--- src/rtl/result_packer.sv ---
// result_packer
//   Packs 16-bit engine results two-per-word (low half first) into 32-bit
//   result FIFO words. At end of layer the stream can be padded with zero
//   words up to a whole host transfer block so that the host-side block
//   threshold is always reached.
//
//   Optional feature macro: RESULT_BLOCK_ALIGN_EN
//     defined   : PAD state writes zero words until blk_cnt wraps to 0.
//     undefined : PAD only drains the pending word, then finishes.
module result_packer #(
  parameter int DATA_W     = 16,
  parameter int BLOCK_SIZE = 128,
  parameter int CNT_W      = 24
) (
  input  logic                  clk,
  input  logic                  rst,
  input  logic                  start,
  input  logic [CNT_W-1:0]      total_cnt,
  input  logic                  in_valid,
  input  logic [DATA_W-1:0]     in_data,
  output logic                  in_ready,
  input  logic                  fifo_full,
  output logic                  wr_en,
  output logic [2*DATA_W-1:0]   wr_data,
  output logic                  busy,
  output logic                  done,
  output logic                  overrun
);

  localparam int BLK_W = (BLOCK_SIZE > 1) ? $clog2(BLOCK_SIZE) : 1;

  typedef enum logic [1:0] {
    S_IDLE = 2'd0,
    S_PACK = 2'd1,
    S_PAD  = 2'd2,
    S_DONE = 2'd3
  } state_t;

  state_t              r_state;
  logic [CNT_W-1:0]    r_remain;
  logic                r_half;
  logic [DATA_W-1:0]   r_lo;
  logic [2*DATA_W-1:0] r_out_word;
  logic                r_out_pend;
  logic [BLK_W-1:0]    r_blk_cnt;
  logic                r_overrun;

  logic                w_in_ready;
  logic                w_accept;
  logic                w_last;
  logic                w_load;
  logic                w_data_wr;
  logic                w_pad_wr;
  logic                w_wr_en;
  logic [BLK_W-1:0]    w_blk_next;
  logic                w_drained;
  logic                w_pad_done;

  // A new sample can enter while no word is pending, or while the pending
  // word is leaving this cycle; that keeps one result per cycle flowing.
  assign w_in_ready = (r_state == S_PACK) & (~r_out_pend | ~fifo_full);
  assign w_accept   = in_valid & w_in_ready;
  assign w_last     = (r_remain == CNT_W'(1));
  assign w_load     = w_accept & (r_half | w_last);
  assign w_data_wr  = r_out_pend & ~fifo_full;

`ifdef RESULT_BLOCK_ALIGN_EN
  // Zero words only once the last data word has left, and only until the
  // block counter wraps back to the start of a block.
  assign w_pad_wr   = (r_state == S_PAD) & ~r_out_pend &
                      (r_blk_cnt != '0) & ~fifo_full;
`else
  assign w_pad_wr   = 1'b0;
`endif

  assign w_wr_en    = w_data_wr | w_pad_wr;
  assign w_blk_next = r_blk_cnt + BLK_W'(w_wr_en);

  // PAD exits on the cycle of its final write so done lands one cycle later.
  assign w_drained  = ~r_out_pend | w_data_wr;
`ifdef RESULT_BLOCK_ALIGN_EN
  assign w_pad_done = w_drained & (w_blk_next == '0);
`else
  assign w_pad_done = w_drained;
`endif

  // Layer control FSM plus packing datapath; all state in one clocked block.
  // NOTE: every register here uses <= so all right-hand sides see the
  // pre-edge values, matching the combinational decodes above.
  always_ff @(posedge clk or negedge rst) begin
    if (!rst) begin
      r_state    <= S_IDLE;
      r_remain   <= '0;
      r_half     <= 1'b0;
      r_lo       <= '0;
      r_out_word <= '0;
      r_out_pend <= 1'b0;
      r_blk_cnt  <= '0;
      r_overrun  <= 1'b0;
    end else begin
      // Output word holding register: a reload wins over the write clearing
      // it. Clearing the word after a write makes wr_data read zero during pad.
      if (w_load) begin
        r_out_pend <= 1'b1;
        r_out_word <= r_half ? {in_data, r_lo} : {DATA_W'(0), in_data};
      end else if (w_data_wr) begin
        r_out_pend <= 1'b0;
        r_out_word <= '0;
      end

      if (w_wr_en) begin
        r_blk_cnt <= w_blk_next;
      end

      if (in_valid && (r_state != S_PACK)) begin
        r_overrun <= 1'b1;
      end

      case (r_state)
        S_IDLE: begin
          if (start) begin
            r_remain  <= total_cnt;
            r_half    <= 1'b0;
            r_blk_cnt <= '0;
            r_overrun <= in_valid;
            r_state   <= (total_cnt == '0) ? S_DONE : S_PACK;
          end
        end

        S_PACK: begin
          if (w_accept) begin
            r_remain <= r_remain - CNT_W'(1);
            if (r_half) begin
              r_half <= 1'b0;
            end else if (!w_last) begin
              r_lo   <= in_data;
              r_half <= 1'b1;
            end
            if (w_last) begin
              r_state <= S_PAD;
            end
          end
        end

        S_PAD: begin
          if (w_pad_done) begin
            r_state <= S_DONE;
          end
        end

        S_DONE: begin
          r_state <= S_IDLE;
        end

        default: r_state <= S_IDLE;
      endcase
    end
  end

  assign in_ready = w_in_ready;
  assign wr_en    = w_wr_en;
  assign wr_data  = r_out_word;
  assign busy     = (r_state != S_IDLE);
  assign done     = (r_state == S_DONE);
  assign overrun  = r_overrun;

endmodule

--- config.mk ---
export PLATFORM = sky130hd
export DESIGN_NAME = result_packer
export DESIGN_NICKNAME = d
export VERILOG_FILES = /design/src/rtl/result_packer.sv
export SDC_FILE = /design/constraint.sdc
export NUM_CORES = 1
export LEC_CHECK = 0
export ABC_CLOCK_PERIOD_IN_PS = 2900
export CORE_AREA = 10 10 98 100
export CTS_CLUSTER_DIAMETER = 40
export DETAILED_ROUTE_END_ITERATION = 10
export DIE_AREA = 0 0 108 110
export GPL_TIMING_DRIVEN = 1
export PLACE_DENSITY_LB_ADDON = 0.25
export SETUP_SLACK_MARGIN = 0.4
export SYNTH_ARGS = -nofsm -noshare
export SYNTH_HDL_FRONTEND = slang
export SYNTH_SLANG_ARGS = --single-unit
--- constraint.sdc ---
create_clock -name clk -period 2.9 [get_ports clk]
set_clock_uncertainty 0.1 [all_clocks]
set_input_delay 0.29 -clock clk [delete_from_list [all_inputs] [get_ports clk]]
set_output_delay 0.29 -clock clk [all_outputs]
set_load 0.01 [all_outputs]
==> flow_summary.yaml, run 1 <==
cells_and_area:
  nNetsFinal: 494
  antenna_cells: 0
  drive_gt1_share_pct: 9.62
  final_util_pct: 64.7
  stdcell_area_sq_um: 4950
  area_delta_synth_final_pct: 29.9
pwr:
  intPower_mw: 3.09
  seqPwrFrac_pct: 38.9
  p_sw_share_pct: 39.6
  power.density_nw_per_um2: 1030
  leakagePower_nw: 2.03
  ir_worst_vdd_mv: 0.541
  switching_power_mw: 2.03
  p_comb_share_pct: 46.7
  clkPwrFrac_pct: 14.5
synthesis:
  seq_area_frac_synth_pct: 50.6
  avgSynthCellArea_sq_um: 10.6
  synth_cell_types: 51
  synthFlopType: "dfrtp_1"
  async_reset_ff_share_pct: 100
  synth_seq_cells: 77
  synthCells: 359
  yosysWarnings: 0
  syn-num-nets: 411
  synth_edf_count: 0
  syn_area_sq_um: 3810
drt:
  num_vias: 3197
  drtIter0Drc: 190
  via_per_inst: 5.82
  firstDrtPassIters: 4
  drc: 0
  detail_route.wl_per_cell_microns: 18.0
  ant_nets: 0
  wirelength_microns: 9870
clock_network:
  cts_root_buf: "clkbuf_8"
  cts.sinks: 77
  cts_tree: "yes"
  clock_latency_ns: 0.35
  clk_pin_slew_ns: 0.09
  clk_path_buf_depth: 2
  numCtsBuffers: 9
  cts_max_level: 3
setup_path:
  crit_path_start_kind: "register"
  reg2reg_slack_ns: 0.52
  worstPathRequired_ns: 3.07
  critPathKind: "register to register"
  worstPathArrival_ns: 2.55
  cp_max_fo: 4
  worstSetupEndpointType: "register"
sta:
  finalCriticalPeriod_ns: 2.38
  hold_violations: 10
  fin_crit_sh_pct: 81.9
  rsz0062_at_grt: "true"
  slew_viol_final: 0
  whs_ns: -0.0305
  setup-tns-final_ns: 0
  worst_slew_pin_slew_ns: 0.952
  finalSetupViolCount: 0
  slew_headroom_pct: 36.6
  clock.fmax_mhz: 421
place:
  gp_congestion: 0.862
  dp_hpwl_microns: 6980
  port_buffers: 81
  dpl_cell_area_sq_um: 4720
run_status:
  violations: "hold timing"
  outcome: "finished with violations"
grt:
  antenna_found_initial: 0
  grt_pass1_vias: 3158
  grt_max_degree: 78
  grtUsageTotal_pct: 16.5
  grt_first_pass_wirelength_microns: 15900
  grt_overflow: 0
floorplan:
  num_rows: 32
  start_util_pct: 49.8
  die_y_microns: 110
  die_w_microns: 108
  die_area_sq_um: 11900
  pin_count: 82
  core_sq_um: 7650
hold_path:
  worstHoldPathType: "input port to async pin"
job:
  max_cap_viol_count: 0
flip-flops by register name (all words and copies together), names as in the netlist:
signal      count
r_remain       24
r_out_pend      1
r_half          1
overrun         1
wr_data        32
r_state         2
r_lo           16
Yosys cell counts, drive strengths merged (2+ instances only):
library cell | number | area share [%]
nor4 | 12 | 2.5
buf | 7 | 1.1
ha | 7 | 2.3
a22oi | 2 | 0.39
clkbuf | 12 | 1.2
nand2 | 28 | 2.8
o21ai | 17 | 2.2
nor2 | 12 | 1.2
and2 | 17 | 2.8
nor3b | 2 | 0.39
inv | 8 | 0.79
o2bb2ai | 2 | 0.46
or4 | 3 | 0.69
a22o | 17 | 3.9
nor2b | 2 | 0.33
o22ai | 13 | 2.1
a221o | 16 | 4.2
nand3 | 8 | 1.1
a2bb2oi | 5 | 1.1
or2 | 2 | 0.33
mux2 | 17 | 5.0
nand4 | 3 | 0.49
nor4b | 2 | 0.46
mux2i | 8 | 2.1
or3b | 2 | 0.46
nor3 | 12 | 1.8
dfrtp | 77 | 51
a21oi | 33 | 4.3
path summary, 6_finish.rpt:
check	startpoint	endpoint	depth (start not counted)
worst min register to register	r_lo[15]	r_lo[15]	1
worst max-delay path	r_remain[0]	r_remain[22]	7
max in group asynchronous	rst	wr_data[23]	1
min in group clk	r_lo[15]	r_lo[15]	1
worst max register to register	r_remain[0]	r_remain[22]	7
worst min-delay path	rst	r_remain[14]	1
final cells by class:
class | instances | area, sq um
clock inverter | 7 | 58.8
fill | 615 | 2700
sequential | 77 | 1930
timing repair buffer | 91 | 891
clock buffer | 9 | 124
inverter | 8 | 30.0
tap | 102 | 128
multi-input combinational | 255 | 1790
through the flow:
stage	worst slack, ns	instances	power, mW
2_1_floorplan	0.590	359	3.42
3_3_place_gp	0.448	531	4.29
3_5_place_dp	0.387	531	4.36
4_1_cts	0.399	547	5.14
5_1_grt	0.396	549	5.51
6_report	0.525	549	5.12
power groups by stage:
stage                     Combinational, mW  Sequential, mW  Clock [mW]
after CTS                              2.39            1.98       0.761
after global placement                 2.31            1.98           0
after detailed placement               2.38            1.99           0
after global routing                   2.63            2.06       0.816
after floorplan                        1.45            1.98           0
final                                  2.39            1.99       0.740
critical path, cell delays in order (launching register included):
cell and delay, ns:
dfrtp_1 0.43, inv_1 0.11, ha_2 0.22, or3b_4 0.43, nor4_4 0.31, or3b_1 0.39, a21oi_1 0.16, a2bb2oi_1 0.16
logic make-up (layout without fill, tap and decap cells):
family	after synthesis	count (layout)	synth area share, %
AO/OA/AOI/OAI	113	113	20.7
AND/OR/NAND/NOR	110	110	16.3
flip-flops	77	77	50.6
buffers and inverters	27	115	3.05
multiplexers	25	25	7.13
adder cells (fa/ha/maj)	7	7	2.30
placed cells by master (no fill, tap or decap), types with 10 or more instances in the layout:
cell              n
clkdlybuf4s50_1  80
dfrtp_1          77
a21oi_1          33
nand2_1          28
a22o_1           17
and2_1           17
a221o_1          16
mux2_1           16
o22ai_1          13
nor2_1           12
o21ai_0          11
nor4_1           10
nor3_1           10
metal layers:
layer / track usage, % / part of all wire (%)
met5: 0 / 0
met4: 4.68 / 1.1
met3: 4.41 / 6.4
met2: 26.5 / 49
met1: 21.7 / 44
what timing repair did:
action	in CTS	in global routing
setup endpoints to repair	11	26
setup buffers	0	2
pin swaps	0	1
resized for setup	3	5
gates cloned	0	0
hold buffers	0	0
Power figures use the tool's default switching activity.
==> run 2: changes to the inputs <==
ABC_CLOCK_PERIOD_IN_PS = 2400   (was 2900)
clock period = 2.4 ns   (was 2.9 ns; I/O delays follow)
==> run 2 against run 1 <==
Net effect:
- the run now ends clean
- flip-flop and latch count unchanged
- count of clock-buffer cells in the layout increased by 1
- core utilization increased by 9.9 points
- largest power group unchanged
- global-route usage increased by 2.6 points
- register-to-register slack got worse by 0.41 ns
- critical path type unchanged
- die area unchanged
- critical endpoint is now r_lo[6]
- non-clock buffer count increased by 37
==> flow_summary.yaml, run 2 (synthesis gave the netlist of run 1 again) <==
clock_network:
  clk_pin_slew_ns: 0.08
  numCtsBuffers: 9
  cts.sinks: 77
  cts_max_level: 3
  clock_latency_ns: 0.37
  cts_root_buf: "clkbuf_8"
  clk_path_buf_depth: 2
  cts_tree: "yes"
setup_path:
  ff2ff_path_depth: 9
  reg2reg_slack_ns: 0.11
  worstPathRequired_ns: 2.55
  crit_path_start_kind: "register"
  r2r_end: "r_lo[6]"
  r2r_start: "r_remain[1]"
  crit_start: "r_remain[1]"
  worstSetupEndpointType: "register"
  cp_max_fo: 8
  worstPathArrival_ns: 2.44
  critPathKind: "register to register"
cells_and_area:
  drive_gt1_share_pct: 27.0
  area_delta_synth_final_pct: 49.8
  antenna_cells: 0
  final_common_cell: "clkdlybuf4s50_1"
  final_util_pct: 74.6
  nNetsFinal: 534
  nFillCells: 499
  largest_register_ffs: 32
  layout_common_cells: "78 x clkdlybuf4s50_1, 76 x dfrtp_1, 36 x buf_4, 26 x a21oi_1, 23 x nand2_1"
pwr:
  p_sw_share_pct: 38.2
  clkPwrFrac_pct: 16.2
  intPower_mw: 4.71
  p_comb_share_pct: 51.4
  switching_power_mw: 2.91
  seqPwrFrac_pct: 32.4
  leakagePower_nw: 2.46
  power.density_nw_per_um2: 1340
  ir_worst_vdd_mv: 0.642
floorplan:
  core_sq_um: 7650
  num_rows: 32
  die_y_microns: 110
  die_area_sq_um: 11900
  start_util_pct: 49.8
  die_w_microns: 108
  pin_count: 82
job:
  max_cap_viol_count: 0
sta:
  fin_crit_sh_pct: 95.2
  finalSetupViolCount: 0
  hold_violations: 0
  setup-tns-final_ns: 0
  slew_headroom_pct: 63.1
  worst_slew_pin_slew_ns: 0.549
  finalCriticalPeriod_ns: 2.29
  rsz0062_at_grt: "true"
  slew_viol_final: 0
  whs_ns: 0.283
  clock.fmax_mhz: 438
drt:
  via_per_inst: 6.10
  drc: 0
  ant_nets: 0
  drtIter0Drc: 246
  wirelength_microns: 12100
  num_vias: 3585
  firstDrtPassIters: 5
  detail_route.wl_per_cell_microns: 20.5
grt:
  grt_overflow: 0
  antenna_found_initial: 0
  grtUsageTotal_pct: 19.2
  grt_first_pass_wirelength_microns: 18200
  grt_max_degree: 40
  grt_pass1_vias: 3530
place:
  gp_congestion: 0.867
  port_buffers: 81
  dp_hpwl_microns: 7140
hold_path:
  worstHoldPathType: "input port to async pin"
run_status:
  outcome: "finished, final reports clean"
## run 2: worst max-delay path by stage
stage	cells past startpoint	endpoint	slack, ns
after floorplan	5	r_remain[22]	0.24
after global placement	5	wr_data[13]	0.19
after detailed placement	7	r_remain[22]	0.14
after CTS	7	r_lo[13]	0.17
after global routing	6	wr_data[15]	0.05
final	9	r_lo[6]	0.11
## run 2: timing repair
| action | 4_1_cts | 5_1_grt |
|---|---|---|
| setup endpoints to repair | 69 | 73 |
| cloned | 4 | 2 |
| gates resized for setup | 38 | 34 |
| setup buffers | 16 | 10 |
| endpoints found under the hold margin | 37 | 0 |
| hold buffers | 1 | 0 |
| pin swaps | 16 | 4 |
## run 2: critical path, stage by stage (launching register included)
cell and delay, ns:
dfrtp_1 0.40, inv_2 0.08, ha_1 0.20, nor4b_2 0.16, and4_2 0.29, a21oi_4 0.28
nand2_4 0.10, buf_12 0.14, buf_16 0.14, mux2_4 0.29
## run 2: final cells by class
cell class              instances  area (sq um)  share of cell area, %
repair buffers                128          1250                   22.0
clock buffers                  10           138                   2.41
inverters                       8          30.0                  0.526
flip-flops and latches         77          1930                   33.8
clock inverters                 5           108                   1.89
multi-input cells             258          2120                   37.2
well taps                     102           128                   2.24
## run 2: per-stage QoR
| step | total power, mW | std cells | area (sq um) | worst slack (ns) |
|---|---|---|---|---|
| final | 7.63 | 588 | 5710 | 0.114 |
| after global routing | 8.05 | 588 | 5710 | 0.0546 |
| after CTS | 7.18 | 576 | 5450 | 0.169 |
| after detailed placement | 5.51 | 540 | 4870 | 0.139 |
| after global placement | 5.39 | 540 | 4870 | 0.188 |
| after floorplan | 4.30 | 359 | 3900 | 0.236 |
## run 2: layer usage
layer,wire length (microns),up-vias,global-route usage (%)
met5,0,-,0
li1,-,1616,-
met4,342,0,8.30
met3,786,27,4.76
met2,5900,148,31.8
met1,5050,1794,23.3
## run 2: power groups by stage
stage	registers, mW	logic, mW	clock network (mW)
after CTS	2.38	3.56	1.23
after detailed placement	2.40	3.11	0
after global placement	2.37	3.02	0
after global routing	2.53	4.21	1.31
after floorplan	2.40	1.90	0
final	2.47	3.92	1.24
